## src/rtl/bmst_pkg.sv

```systemverilog
`default_nettype none
// ============================================================================
// Package     : bmst_pkg
// Description : Shared defaults and helpers for the BMST sliding-window
//               decoder, so the pre-data buffer, the final selector and the
//               decoder core all agree on symbol width and frame geometry.
// Revision    : 1.0 - initial release
// ============================================================================
package bmst_pkg;

  // MSB index of a soft symbol (buses are c_WIDTH_DEFAULT+1 bits wide)
  localparam int c_WIDTH_DEFAULT     = 5;
  // Symbols per frame
  localparam int c_FRAME_LEN_DEFAULT = 16;
  // BMST memory order (frames of delay)
  localparam int c_MEM_DEFAULT       = 2;

  // Ceiling log2 with clog2(1) = 0; usable in constant expressions.
  function automatic int clog2(input int value);
    int r;
    r = 0;
    for (int v = value - 1; v > 0; v = v >> 1) begin
      r = r + 1;
    end
    return r;
  endfunction

endpackage : bmst_pkg
`default_nettype wire

```

## src/rtl/pre_data_ram.sv

```systemverilog
`default_nettype none
// ============================================================================
// Module      : pre_data_ram
// Description : Single-port RAM with synchronous read-before-write. When
//               enabled, the addressed word's old contents are registered
//               onto o_rdata and i_wdata is written at the same edge. The
//               read register holds while disabled.
// Revision    : 1.0 - initial release
// Ports       : clk      - rising-edge clock
//               rst_n    - async active-low reset (read register only)
//               i_en     - access enable (read old word + write new word)
//               i_addr   - word address
//               i_wdata  - write data
//               o_rdata  - registered old contents of the accessed word
// ============================================================================
module pre_data_ram
  import bmst_pkg::*;
#(
  parameter int DATA_W = 6,
  parameter int DEPTH  = 32,
  parameter int ADDR_W = clog2(DEPTH)
) (
  input  logic              clk,
  input  logic              rst_n,
  input  logic              i_en,
  input  logic [ADDR_W-1:0] i_addr,
  input  logic [DATA_W-1:0] i_wdata,
  output logic [DATA_W-1:0] o_rdata
);

  // Storage is intentionally not reset; validity is tracked by the caller.
  logic [DATA_W-1:0] r_mem [DEPTH];
  logic [DATA_W-1:0] r_rdata;

  always_ff @(posedge clk) begin
    if (i_en) begin
      r_mem[i_addr] <= i_wdata;
    end
  end

  // Non-blocking semantics give read-before-write: the old word is captured.
  always_ff @(posedge clk or negedge rst_n) begin
    if (!rst_n) begin
      r_rdata <= '0;
    end else if (i_en) begin
      r_rdata <= r_mem[i_addr];
    end
  end

  assign o_rdata = r_rdata;

endmodule : pre_data_ram
`default_nettype wire

```

## src/rtl/pre_data_buffer.sv

```systemverilog
`default_nettype none
// ============================================================================
// Module      : pre_data_buffer
// Description : Upstream stage of the BMST final selector. Buffers Mem frames
//               of soft symbols and, for every accepted symbol, emits the
//               symbol from the same position Mem frames earlier (Pre_Data)
//               aligned with the current symbol (Cur_Data), plus a Select
//               flag marking Pre_Data as genuine history.
// Revision    : 1.0 - initial release
// Ports       : clk        - rising-edge clock
//               rst_n      - async active-low reset
//               In_Valid   - Input_Data carries a symbol (no backpressure)
//               Input_Data - incoming soft symbol
//               Flush      - synchronous restart of frame/fill tracking
//               Pre_Data   - symbol from Mem frames ago, same position
//               Cur_Data   - Input_Data delayed one cycle
//               Select     - 1 when Pre_Data is valid history
//               Out_Valid  - output beat valid
//               Frame_End  - output beat is the last symbol of a frame
// ============================================================================
module pre_data_buffer
  import bmst_pkg::*;
#(
  parameter int Width     = c_WIDTH_DEFAULT,
  parameter int Frame_Len = c_FRAME_LEN_DEFAULT,
  parameter int Mem       = c_MEM_DEFAULT
) (
  input  logic         clk,
  input  logic         rst_n,
  input  logic         In_Valid,
  input  logic [Width:0] Input_Data,
  input  logic         Flush,
  output logic [Width:0] Pre_Data,
  output logic [Width:0] Cur_Data,
  output logic         Select,
  output logic         Out_Valid,
  output logic         Frame_End
);

  localparam int DEPTH  = Frame_Len * Mem;
  localparam int Addr_W = clog2(DEPTH);
  localparam int POS_W  = clog2(Frame_Len);
  // Keep the slot counter at least one bit wide so Mem=1 still elaborates.
  localparam int SLOT_W = (Mem > 1) ? clog2(Mem) : 1;
  localparam int FILL_W = clog2(Mem + 1);

  localparam logic [POS_W-1:0]  c_POS_LAST  = POS_W'(Frame_Len - 1);
  localparam logic [SLOT_W-1:0] c_SLOT_LAST = SLOT_W'(Mem - 1);
  localparam logic [FILL_W-1:0] c_FILL_FULL = FILL_W'(Mem);

  logic [POS_W-1:0]  r_pos;
  logic [SLOT_W-1:0] r_slot;
  logic [FILL_W-1:0] r_filled;
  logic [Width:0]    r_cur;
  logic              r_sel;
  logic              r_valid;
  logic              r_fend;

  logic              w_accept;
  logic              w_pos_last;
  logic              w_full;
  logic [Addr_W-1:0] w_addr;
  logic [Width:0]    w_pre;

  // Flush outranks a simultaneous symbol: it is neither written nor emitted.
  assign w_accept   = In_Valid & ~Flush;
  assign w_pos_last = (r_pos == c_POS_LAST);
  assign w_full     = (r_filled == c_FILL_FULL);
  assign w_addr     = Addr_W'(r_slot) * Addr_W'(Frame_Len) + Addr_W'(r_pos);

  // Frame position, slot rotation and fill level.
  always_ff @(posedge clk or negedge rst_n) begin
    if (!rst_n) begin
      r_pos    <= '0;
      r_slot   <= '0;
      r_filled <= '0;
    end else if (Flush) begin
      r_pos    <= '0;
      r_slot   <= '0;
      r_filled <= '0;
    end else if (In_Valid) begin
      if (w_pos_last) begin
        r_pos  <= '0;
        r_slot <= (r_slot == c_SLOT_LAST) ? '0 : r_slot + 1'b1;
        if (!w_full) begin
          r_filled <= r_filled + 1'b1;
        end
      end else begin
        r_pos <= r_pos + 1'b1;
      end
    end
  end

  // Output registers; data and Select hold while no symbol is accepted.
  always_ff @(posedge clk or negedge rst_n) begin
    if (!rst_n) begin
      r_cur   <= '0;
      r_sel   <= 1'b0;
      r_valid <= 1'b0;
      r_fend  <= 1'b0;
    end else begin
      r_valid <= w_accept;
      r_fend  <= w_accept & w_pos_last;
      if (w_accept) begin
        r_cur <= Input_Data;
        r_sel <= w_full;
      end
    end
  end

  pre_data_ram #(
    .DATA_W (Width + 1),
    .DEPTH  (DEPTH),
    .ADDR_W (Addr_W)
  ) u_ram (
    .clk     (clk),
    .rst_n   (rst_n),
    .i_en    (w_accept),
    .i_addr  (w_addr),
    .i_wdata (Input_Data),
    .o_rdata (w_pre)
  );

  assign Pre_Data  = w_pre;
  assign Cur_Data  = r_cur;
  assign Select    = r_sel;
  assign Out_Valid = r_valid;
  assign Frame_End = r_fend;

endmodule : pre_data_buffer
`default_nettype wire
```

## config.mk

```make
export PLATFORM = sky130hd
export DESIGN_NAME = pre_data_buffer
export DESIGN_NICKNAME = d
export VERILOG_FILES = /design/src/rtl/bmst_pkg.sv /design/src/rtl/pre_data_ram.sv /design/src/rtl/pre_data_buffer.sv
export SDC_FILE = /design/constraint.sdc
export NUM_CORES = 1
export LEC_CHECK = 0
export BUFFER_PORTS_ARGS = -buffer_cell sky130_fd_sc_hd__clkbuf_2
export CAP_MARGIN = 25
export CORE_MARGIN = 2
export CORE_UTILIZATION = 45
export DETAILED_ROUTE_END_ITERATION = 10
export PLACE_DENSITY = 0.71
export SLEW_MARGIN = 10
export SYNTH_ARGS = -nofsm -noshare
export SYNTH_HDL_FRONTEND = slang
export SYNTH_SLANG_ARGS = --single-unit
export TNS_END_PERCENT = 50
```

## constraint.sdc

```tcl
create_clock -name clk -period 5 [get_ports clk]
set_input_delay 0.5 -clock clk [delete_from_list [all_inputs] [get_ports clk]]
set_output_delay 0.5 -clock clk [all_outputs]
set_load 0.005 [all_outputs]
```

==> metrics.txt, run 1 <==
final WL 19000 um; Fin Setup TNS 0 ps; fin. max-slew vios 0; Top FF cell, synth edfxtp_1; Area Growth Syn to Fin 10.0%; clock sink count 214; Worst R2R Start r_pos[1]; post-synth cell types 47; RSZ-0062 raised after global routing false; die width 143 um; Placement Setup Slack 2220 ps; FP Rows 50; drt pass-1 iters 7; detailed-route via count 4677; hold crit path type input pin to flip-flop; Ys Warns 0; synth top area cells edfxtp_1 (67%), mux2i_1 (6.6%), dfrtp_1 (6.4%), mux4_2 (4.7%), nor2_1 (1.9%); Post-synth ARST share 0.103; CP Launch Type flip-flop; Clock transition at path regs 60 ps; IO Count 25; Worst Path Max Fanout 65; Worst Skew 10.0 ps; Commonest cells post-synth edfxtp_1 (192), mux2i_1 (57), nor2_1 (44), nand2_1 (36), dfrtp_1 (22); Initial Util 0.460; leakage 0.00302 uW; CP Capture Type flip-flop; met2 WL post-DR 9200 um; final hold vios 0; Final Cell Area 0.00950 mm^2; top-count cell post-synth edfxtp_1; synthesized area 0.00863 mm^2; CTS Buffer Depth 3; Peak Freq 0.360 GHz; first-pass GRT wire length 28600 um; crit path kind flip-flop to flip-flop; Peak VDD IR 209 uV; Worst Tran Pin Value 1020 ps; CTS Buf Count 21; vias in the first global route 4700; 1st-iter DRT viols 618; Slew Limit Headroom 0.321; DR WL/cell 24.4 um; fin crit period 2780 ps; later-pin clock latency in the skew report 490 ps; top cell type's share of synthesized area 0.668; Layout Cells excl Fill 782; CTS tree yes; Fillers 1526; Hold Path End r_filled[0]; Seq cells post-synth 214; ANT nets after route 0; Hold Path Stages 2; Die Ht 143 um; post-CTS sizing 0; Nets 549; run status complete, no violations; Yosys top cell by area edfxtp_1; Post-Place Cells 744; Final setup viols 0; grt ovf 0; area occupied by multi-input gates 0.00213 mm^2; share of layout cells above drive strength 1 0.148; Antenna Cells 0; worst hold start Flush; Core ar. 0.0188 mm^2; number of synthesized flops with an enable pin 192; Port Buffers 24; Die Area 0.0203 mm^2; Worst Setup Slack, final 2220 ps; hpwl dp 11800 um; Required @ worst endpoint 5120 ps; all-layer global routing usage 0.191; Power per Cell Area 375 mW/mm^2; sequential cell area 0.00632 mm^2; Max-Cap Viols 0; worst flop-to-flop path endpoint u_ram.r_mem[3][4]; Metal-1 WL 7910 um; Synth Net Count 527; H-Tree Depth 1; RD Place Congestion 0.845; mean post-synth cell area 16.9 um^2; # DRC 0; DP Area 0.00890 mm^2; vias per cell 5.98; met3 WL post-DR 1390 um; sequential cell area fraction in the yosys report 0.732; R2R depth 3; largest net degree at the start of global routing 66; critical path data arrival time 2910 ps; register-to-register setup slack 2220 ps; Mapped Cells 512; max layer used met4; initial antenna violation count 0; clock root cell clkbuf_16; period utilisation layout 0.556
-- critical path: stages, from the launching register on --
cell and delay (ps):
dfrtp_4 1060, ha_1 400, nand2_1 370, nor2_1 570
-- cell type report --
cell class | count | share of cell area
clock inverters | 9 | 0.00408
flip-flops and latches | 214 | 0.665
multi-input cells | 266 | 0.225
well taps | 234 | 0.0308
inverters | 4 | 0.00158
repair buffers | 27 | 0.0153
clock buffers | 28 | 0.0581
-- worst max path at each step --
| stage | start | end | slack (ps) | depth (start not counted) |
|---|---|---|---|---|
| floorplan | Flush | u_ram.r_mem[23][0] | 2920 | 7 |
| global placement | r_pos[1] | u_ram.r_mem[19][4] | 2280 | 3 |
| detailed placement | r_pos[1] | u_ram.r_mem[27][0] | 2220 | 3 |
| CTS | r_pos[1] | u_ram.r_mem[11][0] | 2220 | 3 |
| global route | r_pos[1] | u_ram.r_mem[27][0] | 2080 | 3 |
| finish | r_pos[1] | u_ram.r_mem[3][4] | 2220 | 3 |
-- cell families (layout without fill, tap and decap cells) --
family,Yosys count,after routing,synth area share
buffers and inverters,32,68,0.0212
AOI/OAI and AO/OA,62,62,0.0512
DFF,214,214,0.732
adders and majority gates,5,5,0.00725
xor gates and xnor gates,2,2,0.00203
muxes,79,79,0.120
and+or+nand+nor,118,118,0.0668
-- power by group --
part	switching (uW)	internal, uW	total, uW
Combinational	104	70.5	174
Clock	610	772	1380
Sequential	36.5	1970	2010
Total	750	2810	3560
-- timing repair --
item | CTS | global route
hold buffers | 1 | 0
buffers inserted | 0 | 0
endpoints found under the hold margin | 17 | 0
-- sequential cells by signal, indices dropped and copies added (netlist names), 2 cells and up --
| signal | flops |
|---|---|
| u_ram.o_rdata | 6 |
| Cur_Data | 6 |
| r_pos | 4 |
| r_filled | 2 |
| u_ram.r_mem | 192 |
-- per-stage QoR --
stage               hold slack (ps)   util  total power [uW]
floorplan                       204      -              2130
global placement                464  0.474              2220
detailed placement              471  0.474              2220
CTS                             288  0.506              3580
global route                    309  0.506              3670
finish                          292  0.506              3560
-- cell usage in the layout (no fill, tap or decap), types with 4 or more instances in the layout --
| cell type | instances |
|---|---|
| nand3_1 | 9 |
| clkinv_2 | 4 |
| ha_1 | 5 |
| clkbuf_2 | 24 |
| clkbuf_1 | 7 |
| dfrtp_1 | 20 |
| edfxtp_1 | 192 |
| clkinv_1 | 5 |
| mux4_2 | 18 |
| a22oi_1 | 8 |
| nor2_1 | 44 |
| a31oi_1 | 6 |
| o22ai_1 | 16 |
| clkbuf_16 | 21 |
| a21oi_1 | 10 |
| nand2_1 | 36 |
| a22o_1 | 4 |
| mux2i_1 | 57 |
-- metal layers --
layer	track usage	vias to the layer above
met2	0.312	213
met3	0.0347	33
met4	0.0636	0
li1	-	2045
met1	0.263	2386
met5	0	-
Power figures use the tool's default switching activity.
==> inputs of run 2 (changes only) <==
Clock period 5 ns to 2.65 ns, I/O delays scaled along.
==> run 2 against run 1 <==
Sequential power grew 87%. Wire length grew 3.2%. Total power grew 100%. Maximum frequency grew 16%. Non-clock buffer count grew 19. Combinational power grew 120%. Highest routed layer unchanged. Via count grew 2.2%.
==> metrics.txt, run 2 (synthesis results as in run 1) <==
Slew Limit Headroom 0.444; leakage 0.00319 uW; first-pass GRT wire length 29700 um; commonest non-fill, non-tap cell in the layout edfxtp_1; CP Launch Type flip-flop; all-layer global routing usage 0.196; CTS tree yes; die width 143 um; Worst Tran Pin Value 833 ps; fin crit period 2410 ps; RD Place Congestion 0.930; GR Layer Usage met3 0.0289; post-layout util 0.521; most frequent cells in the layout edfxtp_1 (192), mux2i_1 (57), nor2_1 (44); hpwl dp 12500 um; hold crit path type input pin to flip-flop; Max-Cap Viols 0; RSZ-0062 raised after global routing false; Final Power 7150 uW; Fin Setup TNS 0 ps; Area Growth Syn to Fin 13.3%; max FFs per register 192; ANT nets after route 0; fin. max-slew vios 0; run status complete, no violations; # DRC 0; Fillers 1520; crit path kind flip-flop to flip-flop; Nets 570; R2R depth 2; drt pass-1 iters 5; Bufs and invs on worst path 0; later-pin clock latency in the skew report 500 ps; CP Capture Type flip-flop; 1st-iter DRT viols 514; Peak VDD IR 326 uV; met1 Use GR 0.280; Clock transition at path regs 60 ps; GR peak layer met2; IO Count 25; Worst Path Max Fanout 27; detailed-route via count 4782; GR Util met2 0.313; most flop-heavy register u_ram.r_mem; CP delay by family, top simple AND/OR/NAND/NOR gates; grt ovf 0; Die Area 0.0203 mm^2; slowest stage delay, CP 880 ps; post-CTS sizing 0; sequential cell area 0.00632 mm^2; Final setup viols 0; CTS Hold Bufs 1; Worst R2R Start r_pos[2]; Worst Setup Slack, final 243 ps; share of layout cells above drive strength 1 0.193; worst path cell trace nand3_1 -> nor2_1; final WL 19700 um; critical path data arrival time 2540 ps; Antenna Cells 0; clock root cell clkbuf_16; Die Ht 143 um; period utilisation layout 0.908; worst hold start Flush; FP Rows 50; Required @ worst endpoint 2790 ps; H-Tree Depth 1; Placement Setup Slack 346 ps; CTS Buf Count 23; clock sink count 214; Port Buffers 24; Initial Util 0.460; largest net degree at the start of global routing 43; register-to-register setup slack 240 ps; worst flop-to-flop path endpoint u_ram.r_mem[31][3]; setup bufs post-CTS 0; Worst Skew 9.53 ps; Core ar. 0.0188 mm^2; vias in the first global route 4806; Slowest-stage cell, CP dfrtp_1; area occupied by multi-input gates 0.00213 mm^2; Peak Freq 0.415 GHz; DR WL/cell 24.4 um; Hold Path End r_filled[0]; Hold Path Stages 2; CTS Buffer Depth 3; initial antenna violation count 0; Power per Cell Area 731 mW/mm^2; vias per cell 5.94; final hold vios 0
[run 2: cell types whose count changed in the layout (fill, tap and decap cells not counted), moves of 2 or more]
cell       before  now
buf_4           2   20
clkinv_2        4    7
clkinv_1        5    0
clkbuf_8        0    3
clkbuf_16      21   23
[run 2: worst register-to-register path, delay by kind of cell (launching register included)]
kind,cells,cell delay (ps)
flip-flops,1,880
AND/OR/NAND/NOR,2,1170
[run 2: worst max path at each step]
stage             start                  to  slack, ps  cells after the start
2_1_floorplan     Flush  u_ram.r_mem[27][0]        800                      7
5_1_grt        r_pos[2]  u_ram.r_mem[29][1]        110                      2
3_3_place_gp   r_pos[2]  u_ram.r_mem[31][0]        460                      2
4_1_cts        r_pos[2]  u_ram.r_mem[30][1]        310                      2
6_report       r_pos[2]  u_ram.r_mem[31][3]        240                      2
3_5_place_dp   r_pos[2]  u_ram.r_mem[30][1]        350                      2
[run 2: report_power, final]
part / switching (uW) / internal, uW
Combinational: 233 / 141
Clock: 1230 / 1780
Sequential: 36.7 / 3720
Total: 1500 / 5640
[run 2: metrics by stage]
| stage | instances | hold WS (ps) | area (um^2) |
|---|---|---|---|
| after floorplan | 512 | -30.6 | 8630 |
| after global placement | 763 | 266 | 9050 |
| after detailed placement | 763 | 279 | 9050 |
| after CTS | 805 | 63.7 | 9780 |
| after global routing | 805 | 85.1 | 9780 |
| final | 805 | 75.3 | 9780 |
[run 2: cell type report]
type,instances,area share
clock buffer,32,0.0654
sequential,214,0.646
tap,234,0.0299
inverter,4,0.00154
clock inverter,9,0.00780
timing repair buffer,46,0.0307
multi-input combinational,266,0.218
[run 2: layer usage]
layer,share of wire,up-vias
li1,-,2097
met1,0.43,2418
met2,0.47,220
met3,0.073,47
met4,0.030,0
met5,0,-
==> inputs of run 3 (changes only) <==
Settings changed: ABC_AREA set to 1, SETUP_SLACK_MARGIN set to 0.1.
==> run 3 against run 2 <==
Sequential share of layout area is 3.4 points lower. Final area up 5.6%. Clock skew up 8.6 ps. Worst hold slack improved by 110 ps. Synthesized area increased by 7.8%. Critical path depth grew 3. Clock power shrank 9.3%.
==> metrics.txt, run 3 <==
run status complete, no violations; most flop-heavy register u_ram.r_mem; worst flop-to-flop path endpoint u_ram.r_mem[20][0]; H-Tree Depth 1; worst hold start In_Valid; worst path cell trace dlygate4sd3_1 -> clkbuf_2 -> nor2_1 -> nand2_1 -> nor2_1; CTS Buf Count 21; RD Place Congestion 0.882; Core ar. 0.0202 mm^2; period utilisation layout 0.858; Commonest cells post-synth nand2_1 (317), edfxtp_1 (192), inv_1 (139), nand3_1 (83), nor2_1 (76); Die Ht 148 um; all-layer global routing usage 0.191; Mapped Cells 924; met3 WL post-DR 991 um; sequential cell area 0.00632 mm^2; top-count cell post-synth nand2_1; slowest stage delay, CP 580 ps; initial antenna violation count 0; Peak VDD IR 462 uV; vias in the first global route 6010; Antenna Cells 0; final WL 20300 um; final hold vios 0; crit path kind input pin to flip-flop; drt pass-1 iters 6; register share of total power 0.537; CP Launch Type input pin; synthesized area 0.00930 mm^2; mean post-synth cell area 10.1 um^2; Metal-1 WL 8930 um; top cell type's share of synthesized area 0.620; detailed-route via count 6144; Layout Cells excl Fill 1232; CTS tree yes; ANT nets after route 0; Most common cell on crit path nor2_1; Final setup viols 0; first-pass GRT wire length 32100 um; switching part of the total 0.220; FP Rows 52; RSZ-0062 raised after global routing false; vias per cell 4.99; Hold Path Stages 4; Worst R2R Start r_pos[2]; Nets 965; Die Area 0.0218 mm^2; max FFs per register 192; area occupied by multi-input gates 0.00228 mm^2; Slowest-stage cell, CP nor2_1; Synth Net Count 939; met2 WL post-DR 9490 um; sequential cell area fraction in the yosys report 0.679; Worst Skew 18.1 ps; # DRC 0; CP Capture Type flip-flop; Area Growth Syn to Fin 10.9%; leakage 0.00436 uW; internal power 5450 uW; fin crit period 2270 ps; CTS Buffer Depth 3; Clock transition at path regs 60 ps; Worst Path Max Fanout 8; Final Power 6990 uW; Hold Path End r_filled[1]; critical path data arrival time 2400 ps; hpwl dp 12600 um; largest net degree at the start of global routing 65; IO Count 25; synth top area cells edfxtp_1 (62%), nand2_1 (13%), dfrtp_1 (5.9%), inv_1 (5.6%), nand3_1 (4.5%); sw power 1540 uW; clock root cell clkbuf_16; 1st-iter DRT viols 462; post-CTS sizing 0; Worst Tran Pin Value 892 ps; Ys Warns 0; fin. max-slew vios 0; max layer used met4; grt ovf 0; later-pin clock latency in the skew report 500 ps; Port Buffers 24; register-to-register setup slack 510 ps; Slew Limit Headroom 0.405; hold crit path type input pin to flip-flop; DR WL/cell 16.5 um; Top FF cell, synth edfxtp_1; Required @ worst endpoint 2780 ps; Fillers 1770; share of layout cells above drive strength 1 0.0842; Fin Setup TNS 0 ps; commonest non-fill, non-tap cell in the layout nand2_1; R2R depth 4; Post-Place Cells 1195; share of total power in the clock network 0.390; Post-synth ARST share 0.103; number of synthesized flops with an enable pin 192; clock sink count 214; most frequent cells in the layout nand2_1 (317), edfxtp_1 (192), inv_1 (139); Peak Freq 0.440 GHz; post-synth cell types 22; Seq cells post-synth 214; combinational share of power 0.073; Max-Cap Viols 0; Initial Util 0.460; die width 148 um; Yosys top cell by area edfxtp_1; Power per Cell Area 677 mW/mm^2
-- run 3: cell count changes in the layout (fill, tap and decap cells not counted), sizes merged, moves of 8 or more --
cell | before | now
nor3 | 1 | 10
buf | 21 | 12
inv | 5 | 145
o21ai | 5 | 23
nor2 | 44 | 76
nand2 | 36 | 317
mux4 | 19 | 0
mux2i | 57 | 0
o22ai | 16 | 2
nand3 | 9 | 83
a22oi | 8 | 0
-- run 3: what timing repair did --
item / CTS / global route
endpoints found under the hold margin: 24 / 0
setup buffers: 0 / 0
hold buffers: 2 / 0
endpoints found under the setup margin: 0 / 0
-- run 3: critical path, delay by kind of cell --
family | cells | cell delay (ps)
and+or+nand+nor | 3 | 1460
buffers and inverters | 2 | 670
-- run 3: kinds of logic after synthesis --
group	count (synthesis)	synth area share
buffers and inverters	180	0.0765
AO/OA/AOI/OAI	31	0.0172
XOR/XNOR	1	0.000942
flip-flops	214	0.679
AND/OR/NAND/NOR	493	0.220
adder cells (fa/ha/maj)	5	0.00672
-- run 3: how the worst max path moves through the flow --
stage | startpoint | end | slack (ps) | cells after the start
3_5_place_dp | Flush | u_ram.r_mem[16][2] | 430 | 4
4_1_cts | Flush | u_ram.r_mem[20][0] | 400 | 5
5_1_grt | Flush | u_ram.r_mem[20][0] | 240 | 5
3_3_place_gp | In_Valid | u_ram.r_mem[16][2] | 510 | 5
6_report | Flush | u_ram.r_mem[20][0] | 380 | 5
2_1_floorplan | r_pos[0] | u_ram.r_mem[0][0] | 840 | 6
-- run 3: final cells by class --
| class | instances | share of cell area |
|---|---|---|
| inverter | 145 | 0.0527 |
| tap | 270 | 0.0327 |
| clock buffer | 31 | 0.0555 |
| sequential | 214 | 0.612 |
| clock inverter | 4 | 0.00412 |
| timing repair buffer | 38 | 0.0223 |
| multi-input combinational | 530 | 0.220 |
-- run 3: metrics by stage --
step	hold WS (ps)	area [um^2]	worst slack, ps	utilization
floorplan	-30.6	9300	842	-
global placement	297	9690	512	0.479
detailed placement	296	9690	427	0.479
finish	180	10300	376	0.510
global route	205	10300	243	0.510
CTS	172	10300	396	0.510
-- run 3: metal layers --
layer,up-vias,global-route usage
met3,61,0.0275
met5,-,0
met2,172,0.303
met4,0,0.0909
met1,2917,0.262
li1,2994,-
-- run 3: power groups by stage --
stage | logic [uW] | clock network [uW] | registers, uW
floorplan | 304 | 0 | 3810
global placement | 498 | 0 | 3820
detailed placement | 507 | 0 | 3820
CTS | 511 | 2770 | 3750
global route | 576 | 2900 | 3760
finish | 509 | 2730 | 3750
